**src/rtl/xspi_pkg.sv**
```systemverilog
// rtl/xspi_pkg.sv - opcodes, FSM states and protocol constants shared by the xSPI responder
package xspi_pkg;

    localparam logic [7:0] OPC_WREN    = 8'h06;
    localparam logic [7:0] OPC_WRDI    = 8'h04;
    localparam logic [7:0] OPC_RDSR    = 8'h05;
    localparam logic [7:0] OPC_READ    = 8'h0B;
    localparam logic [7:0] OPC_PROGRAM = 8'h12;

    localparam int ADDR_BYTES = 4;

    typedef enum logic [2:0] {
        ST_IDLE,
        ST_CMD,
        ST_ADDR,
        ST_DUMMY,
        ST_RDATA,
        ST_WDATA,
        ST_IGNORE
    } state_t;

endpackage

```
**src/rtl/xspi_sync.sv**
```systemverilog
// rtl/xspi_sync.sv - two-flop synchronizer for signals arriving from the host clock domain
module xspi_sync #(
    parameter int               WIDTH   = 1,
    parameter logic [WIDTH-1:0] RST_VAL = '0
) (
    input  logic             i_clk,
    input  logic             i_resetn,
    input  logic [WIDTH-1:0] i_d,
    output logic [WIDTH-1:0] o_q
);

    logic [WIDTH-1:0] r_meta;
    logic [WIDTH-1:0] r_sync;

    always_ff @(posedge i_clk) begin
        if (!i_resetn) begin
            r_meta <= RST_VAL;
            r_sync <= RST_VAL;
        end else begin
            r_meta <= i_d;
            r_sync <= r_meta;
        end
    end

    assign o_q = r_sync;

endmodule

```
**src/rtl/xspi_sync_edge.sv**
```systemverilog
// rtl/xspi_sync_edge.sv - synchronizer plus registered rise/fall pulses for the host serial clock
module xspi_sync_edge (
    input  logic i_clk,
    input  logic i_resetn,
    input  logic i_d,
    output logic o_rise,
    output logic o_fall
);

    logic w_sync;
    logic r_prev;
    logic r_rise;
    logic r_fall;

    xspi_sync #(.WIDTH(1), .RST_VAL(1'b0)) u_sync (
        .i_clk    (i_clk),
        .i_resetn (i_resetn),
        .i_d      (i_d),
        .o_q      (w_sync)
    );

    always_ff @(posedge i_clk) begin
        if (!i_resetn) begin
            r_prev <= 1'b0;
            r_rise <= 1'b0;
            r_fall <= 1'b0;
        end else begin
            r_prev <= w_sync;
            r_rise <= w_sync & ~r_prev;
            r_fall <= ~w_sync & r_prev;
        end
    end

    assign o_rise = r_rise;
    assign o_fall = r_fall;

endmodule

```
**src/rtl/xspi_mem_responder.sv**
```systemverilog
// rtl/xspi_mem_responder.sv - octal SPI memory-side responder serving READ/PROGRAM/RDSR from a byte array
module xspi_mem_responder
    import xspi_pkg::*;
#(
    parameter int MEM_DQ_BUS_WIDTH = 8,
    parameter int MEM_DEPTH_LOG2   = 8,
    parameter int DUMMY_CYCLES     = 8
) (
    input  logic                        mem_clk,
    input  logic                        mem_rst_n,
    input  logic                        cs_n_i,
    input  logic                        sclk_i,
    input  logic [MEM_DQ_BUS_WIDTH-1:0] dq_in_i,
    output logic [MEM_DQ_BUS_WIDTH-1:0] dq_out_o,
    output logic                        dq_oe_o,
    output logic                        dqs_o,
    output logic                        cmd_err_o
);

    localparam int DEPTH = 1 << MEM_DEPTH_LOG2;

    logic                        w_cs_n;
    logic                        w_sclk_rise;
    logic                        w_sclk_fall;
    logic [MEM_DQ_BUS_WIDTH-1:0] w_dq;
    logic [MEM_DQ_BUS_WIDTH-1:0] w_status;
    logic [MEM_DQ_BUS_WIDTH-1:0] w_rd_byte;
    logic                        w_mem_we;

    state_t                      r_state;
    logic [7:0]                  r_opcode;
    logic [1:0]                  r_byte_cnt;
    logic [7:0]                  r_cnt;
    logic [MEM_DEPTH_LOG2-1:0]   r_ptr;
    logic                        r_wel;
    logic [MEM_DQ_BUS_WIDTH-1:0] r_dq_out;
    logic                        r_dq_oe;
    logic                        r_dqs;
    logic                        r_cmd_err;
    logic [MEM_DQ_BUS_WIDTH-1:0] r_mem [0:DEPTH-1];

    xspi_sync_edge u_sclk (
        .i_clk    (mem_clk),
        .i_resetn (mem_rst_n),
        .i_d      (sclk_i),
        .o_rise   (w_sclk_rise),
        .o_fall   (w_sclk_fall)
    );

    // CS_N resets high so the FSM does not see a phantom select while the chain fills.
    xspi_sync #(.WIDTH(1), .RST_VAL(1'b1)) u_cs (
        .i_clk    (mem_clk),
        .i_resetn (mem_rst_n),
        .i_d      (cs_n_i),
        .o_q      (w_cs_n)
    );

    xspi_sync #(.WIDTH(MEM_DQ_BUS_WIDTH)) u_dq (
        .i_clk    (mem_clk),
        .i_resetn (mem_rst_n),
        .i_d      (dq_in_i),
        .o_q      (w_dq)
    );

    assign w_status  = {{(MEM_DQ_BUS_WIDTH-2){1'b0}}, r_wel, 1'b0};
    assign w_rd_byte = r_mem[r_ptr];
    assign w_mem_we  = (r_state == ST_WDATA) && !w_cs_n && w_sclk_rise && r_wel;

    always_ff @(posedge mem_clk) begin
        if (!mem_rst_n) begin
            r_state    <= ST_IDLE;
            r_opcode   <= '0;
            r_byte_cnt <= '0;
            r_cnt      <= '0;
            r_ptr      <= '0;
            r_wel      <= 1'b0;
            r_dq_out   <= '0;
            r_dq_oe    <= 1'b0;
            r_dqs      <= 1'b0;
            r_cmd_err  <= 1'b0;
        end else begin
            r_cmd_err <= 1'b0;
            if (w_cs_n) begin
                // Deselect commits the write-enable latch for the transaction just ended.
                if (r_state != ST_IDLE && r_byte_cnt != 2'd0) begin
                    case (r_opcode)
                        OPC_WREN:              if (r_byte_cnt == 2'd1) r_wel <= 1'b1;
                        OPC_WRDI, OPC_PROGRAM: r_wel <= 1'b0;
                        default:               ;
                    endcase
                end
                r_state  <= ST_IDLE;
                r_dq_oe  <= 1'b0;
                r_dqs    <= 1'b0;
                r_dq_out <= '0;
            end else begin
                if (w_sclk_rise && r_byte_cnt != 2'd3)
                    r_byte_cnt <= r_byte_cnt + 2'd1;
                case (r_state)
                    ST_IDLE: begin
                        r_state    <= ST_CMD;
                        r_byte_cnt <= '0;
                        r_opcode   <= '0;
                    end
                    ST_CMD: begin
                        if (w_sclk_rise) begin
                            r_opcode <= w_dq;
                            r_cnt    <= '0;
                            case (w_dq)
                                OPC_WREN, OPC_WRDI:    r_state <= ST_IGNORE;
                                OPC_RDSR:              r_state <= ST_RDATA;
                                OPC_READ, OPC_PROGRAM: r_state <= ST_ADDR;
                                default: begin
                                    r_cmd_err <= 1'b1;
                                    r_state   <= ST_IGNORE;
                                end
                            endcase
                        end
                    end
                    ST_ADDR: begin
                        // Only the low address bits survive the shift; upper bytes fall off the top.
                        if (w_sclk_rise) begin
                            r_ptr <= MEM_DEPTH_LOG2'({r_ptr, w_dq});
                            if (r_cnt == 8'(ADDR_BYTES - 1)) begin
                                r_cnt <= '0;
                                if (r_opcode == OPC_PROGRAM)
                                    r_state <= ST_WDATA;
                                else if (DUMMY_CYCLES == 0)
                                    r_state <= ST_RDATA;
                                else
                                    r_state <= ST_DUMMY;
                            end else begin
                                r_cnt <= r_cnt + 8'd1;
                            end
                        end
                    end
                    ST_DUMMY: begin
                        if (w_sclk_rise) begin
                            if (r_cnt == 8'(DUMMY_CYCLES - 1))
                                r_state <= ST_RDATA;
                            else
                                r_cnt <= r_cnt + 8'd1;
                        end
                    end
                    ST_RDATA: begin
                        if (w_sclk_fall) begin
                            r_dq_oe <= 1'b1;
                            r_dqs   <= ~r_dqs;
                            if (r_opcode == OPC_RDSR) begin
                                r_dq_out <= w_status;
                            end else begin
                                r_dq_out <= w_rd_byte;
                                r_ptr    <= r_ptr + 1'b1;
                            end
                        end
                    end
                    ST_WDATA: begin
                        if (w_sclk_rise)
                            r_ptr <= r_ptr + 1'b1;
                    end
                    default: ;
                endcase
            end
        end
    end

    always_ff @(posedge mem_clk) begin
        if (!mem_rst_n) begin
            for (int i = 0; i < DEPTH; i++)
                r_mem[i] <= '0;
        end else if (w_mem_we) begin
            r_mem[r_ptr] <= w_dq;
        end
    end

    assign dq_out_o  = r_dq_out;
    assign dq_oe_o   = r_dq_oe;
    assign dqs_o     = r_dqs;
    assign cmd_err_o = r_cmd_err;

endmodule

```
**config.mk**
```make
export PLATFORM = sky130hd
export DESIGN_NAME = xspi_mem_responder
export DESIGN_NICKNAME = d
export VERILOG_FILES = /design/src/rtl/xspi_pkg.sv /design/src/rtl/xspi_sync.sv /design/src/rtl/xspi_sync_edge.sv /design/src/rtl/xspi_mem_responder.sv
export SDC_FILE = /design/constraint.sdc
export NUM_CORES = 2
export LEC_CHECK = 0
export CAP_MARGIN = 20
export CORE_ASPECT_RATIO = 1.5
export CORE_MARGIN = 2
export CORE_UTILIZATION = 64
export CTS_BUF_LIST = sky130_fd_sc_hd__clkbuf_16
export DETAILED_ROUTE_END_ITERATION = 10
export PLACE_DENSITY = 0.82
export REMOVE_ABC_BUFFERS = 1
export SLEW_MARGIN = 30
export SYNTH_ARGS = -nofsm -noshare
export SYNTH_HDL_FRONTEND = slang
export SYNTH_SLANG_ARGS = --single-unit
```
**constraint.sdc**
```tcl
create_clock -name mem_clk -period 4.05 [get_ports mem_clk]
set_input_delay 0.405 -clock mem_clk [delete_from_list [all_inputs] [get_ports mem_clk]]
set_output_delay 0.405 -clock mem_clk [all_outputs]
set_load 0.02 [all_outputs]
```
==> impl.org <==
** Yosys
- Number of instances in the synthesized netlist :: 6,822
- The synthesized netlist devotes 0.0714% of its cell area to XOR and XNOR gates.
- A synthesized cell averages 14.4 um^2.
- Sequential elements use 64.1% of the synthesized area.
- For this run, asynchronously set or reset flops after synthesis account for 0%.
- edfxtp_1 is the most common cell in the netlist.
- In the post-synthesis netlist, the biggest area contributors are edfxtp_1 (63%), and2_1 (11%), mux4_2 (11%).
- Of the total synthesized cell area, the portion taken by full adders, half adders and majority gates is 0.102%.
- Flop and latch count out of synthesis :: 2,120
- Top cells by count, synth :: edfxtp_1 (2,048), and2_1 (1,735), clkbuf_1 (467)
- Summed over its instances, the top area cell type makes up 62.6% of the synthesized netlist area.
- For this run, the number of Yosys warnings is 0.
- Compound-Gate Fraction of Synth Area :: 3.91%
- Synthesized-area fraction occupied by and/or/nand/nor cells :: 16.2%
- Dominant synthesized flop cell :: edfxtp_1
- Proportion of synthesized area in mux cells :: 12.5%
- Number of library cell types mapped by synthesis :: 81
- After synthesis the cells add up to 98,200 um^2.
- Main combinational cell family by area after synthesis :: simple AND/OR/NAND/NOR gates
- In this run, synthesis inferred 2,048 flip-flops with an integrated enable.
- The biggest area contributor in the post-synthesis netlist is edfxtp_1.

** Power
- Static leakage power :: 36.2 nW
- Power per cell area :: 406 nW/um^2
- IR analysis of the VDD net gives a maximum drop of 0.000505 V.
- Total power for the finished layout comes to 43.8 mW.

** Job
- Max-cap violations in this run came to 0.

** Routing
- DR WL met3 :: 39,100 um
- Number of nets still failing antenna checks after routing :: 0
- For this block, the initial DRC count from the detailed router was 9,941.
- The pre-antenna-repair detailed-routing pass consisted of 7 iterations.
- In the routed layout, each cell is associated on average with a via count of 6.97.
- Met1 Routed Length :: 88,500 um
- Routed vias :: 63,200
- Detail-routed net length per standard cell :: 32.2 um
- Top layer used by detailed routing :: met5
- In the detailed route, the total length drawn on met2 is 136,000 um.
- For this block, the routed nets add up to 292,000 um of wire.
- After detailed routing, the number of remaining DRC violations is 0.

** Clock network
- Post-CTS setup buffer count :: 0
- In this run, CTS created clock tree buffers numbering 180.
- After clock tree synthesis, the clock-pin slew on the worst setup and hold paths is 0.07 ns.
- CTS max path bufs :: 3
- Sinks on the clock net :: 2,120
- Clock tree from TritonCTS :: done
- Clock insertion delay at the later pin of the skew report :: 0.85 ns
- Count of H-tree levels built during CTS :: 4
- CTS Root Cell :: clkbuf_16

** STA
- The tightest hold path in the finished design has a slack of 0.128 ns.
- The final number of max-transition violations was 0.
- Static timing analysis puts the maximum clock frequency at 241 MHz.
- Unrepaired setup endpoints after global routing :: no
- Between clock sinks in the finished design, the worst skew comes to 0.0338 ns.
- Setup total negative slack on the finished layout was measured at -0.173 ns.
- Once routing completed, OpenROAD measured the worst setup slack at -0.0920 ns.
- Setup violations remaining at the end of the flow were counted as 3.
- Final Hold Violating Endpoints :: 0
- Minimum clock period :: 4.14 ns
- Tightest slew margin relative to the limit :: 16.2%
- Transition time of the tightest slew-check pin :: 1.25 ns
- Post-route clock period utilization :: 102%

** Worst setup path
- Worst Path Max Fanout :: 27
- Critical Path Slowest Stage Cell :: a2111oi_0
- STA classifies the critical path endpoint as a register.
- Together, buffers and inverters on the worst path number 2.
- By instance count, the cell type seen most on the critical path is buf_4.
- Top delay family on crit path :: simple AND/OR/NAND/NOR gates
- In this design, the stage delay of the slowest critical-path cell is 0.73 ns.
- CP Class :: reg2reg
- Arrival time at the worst endpoint :: 4.82 ns
- Launching element type of the critical path :: register
- The critical path goes through buf_4 > nand2_1 > a2111oi_0 > nor4_1 > buf_4 > and4_1 > nor3_1 > o41ai_1.
- Data required time of the worst path :: 4.73 ns

** Finish
- At the end of the flow, the number of nets in the layout was 6,885.
- Summing all multi-input logic gate instances after layout gives 32,300 um^2.
- # fillers :: 9,400
- Area Growth Syn to Fin :: 9.81%
- Reg area :: 63,000 um^2
- Cells with a size suffix above 1 make up 18.1% of the layout.

** Die
- The floorplan step defined a die boundary enclosing 157,000 um^2.
- Std cell rows :: 176
- The total area inside the core boundary comes to 153,000 um^2.
- Floorplan die height :: 484 um
- In this run the count of I/O pins placed on the die edge is 23.
- The floorplan step set the die width to 324 um.
- For this configuration, the core starts out at a cell density of 64.2%.

** Global route
- Combined global-route utilization of all metal layers :: 37.8%
- Number of antenna violations at the first check in global routing :: 19
- For this run the aggregate overflow at the end of global routing stands at 0.
- The number of global-route vias before repair came to 62,900.
- Entering global routing, the biggest net connects 146 pins.
- Wire length of the first global-routing pass :: 423,000 um

** Status
- Violations in the final reports :: setup timing
- Run status :: finished, violations left

** Placement
- Detailed placement HPWL :: 190,000 um
- PortBufs :: 22
- The congestion estimate from routability-driven global placement came to 1.01.
- OpenSTA, run right after detailed placement, puts the worst setup slack at -0.244 ns.

** Min path
- The tightest min-delay check is of the in2reg type.
-- layout by cell type, fill, tap and decap left out, types with 8 or more instances in the layout --
master and count:
clkinv_2 33, mux2i_1 145, a2111oi_0 9, bufinv_16 10, o21ai_1 33, clkinv_1 41
clkbuf_16 187, nand3_2 16, diode_2 16, a31oi_1 10, mux4_2 458, and2_1 1733
ha_1 8, edfxtp_1 2048, a211oi_1 27, o22ai_1 69, nand3_1 29, nand2b_1 35
mux2_2 24, dfxtp_4 11, o221ai_1 31, nor4_1 18, o21ai_0 238, or3_1 10
inv_1 47, clkdlybuf4s50_1 21, nand2_1 134, a21oi_1 77, dfxtp_1 59, a22oi_1 62
buf_4 433, buf_12 40, nor2b_1 29, nor2_1 308, nor3_1 278, and3_1 139
-- report_power, final --
part / switching (mW) / internal [mW]
combinational: 1.05 / 0.580
clock: 7.85 / 8.96
sequential: 0.413 / 25.0
-- state kept, by name, summed over array words and instances, names as in the netlist, 2 cells and up, named ones only --
name,count
dq_out_o,8
r_byte_cnt,2
r_cnt,8
r_mem,2048
r_opcode,8
r_ptr,8
r_state,3
u_dq.o_q,8
u_dq.r_meta,8
-- path summary, 6_finish.rpt --
path	startpoint	to	slack, ns	cells after the start
worst max-delay path	register	dq_out_o[5]$_SDFFE_PP0P_	-0.09	8
worst min-delay path	cs_n_i	u_cs.r_meta$_SDFF_PN1_	0.13	2
worst max register to register	register	dq_out_o[5]$_SDFFE_PP0P_	-0.09	8
worst min register to register	u_cs.r_meta$_SDFF_PN1_	u_cs.o_q$_SDFF_PN1_	0.41	1
-- through the flow --
step | instance area, um^2 | std cells | utilization [%]
finish | 108000 | 9068 | 70.6
detailed placement | 102000 | 8729 | 66.9
global route | 108000 | 9053 | 70.5
global placement | 102000 | 8727 | 66.8
CTS | 108000 | 9052 | 70.5
floorplan | 95100 | 6186 | -
-- cell families (layout without fill, tap and decap cells) --
kind of cell,count (synthesis),count (layout)
xor gates and xnor gates,8,8
muxes,635,635
adders and majority gates,8,8
and+or+nand+nor,2774,2774
DFF,2120,2120
other,0,16
buffers and inverters,655,838
AOI/OAI and AO/OA,622,622
-- what timing repair did --
| action | CTS | global route |
|---|---|---|
| gates resized for setup | 2 | 0 |
| hold buffers | 1 | 0 |
| endpoints found under the setup margin | 1 | 0 |
| endpoints found under the hold margin | 4 | 0 |
-- layer usage --
layer,vias to the layer above,track usage [%]
met1,30900,44.6
met2,5385,57.8
met3,1403,11.7
met4,22,29.1
met5,-,0
li1,25400,-
-- area by class of cell --
cell class	instances	share of cell area, %
antenna	16	0.0371
clock buffer	187	4.34
clock inverter	135	0.809
inverter	19	0.0743
multi-input combinational	4047	29.9
sequential	2120	58.4
tap	2047	2.38
timing repair buffer	497	4.00
No activity file was read; power rests on OpenSTA's default activity.
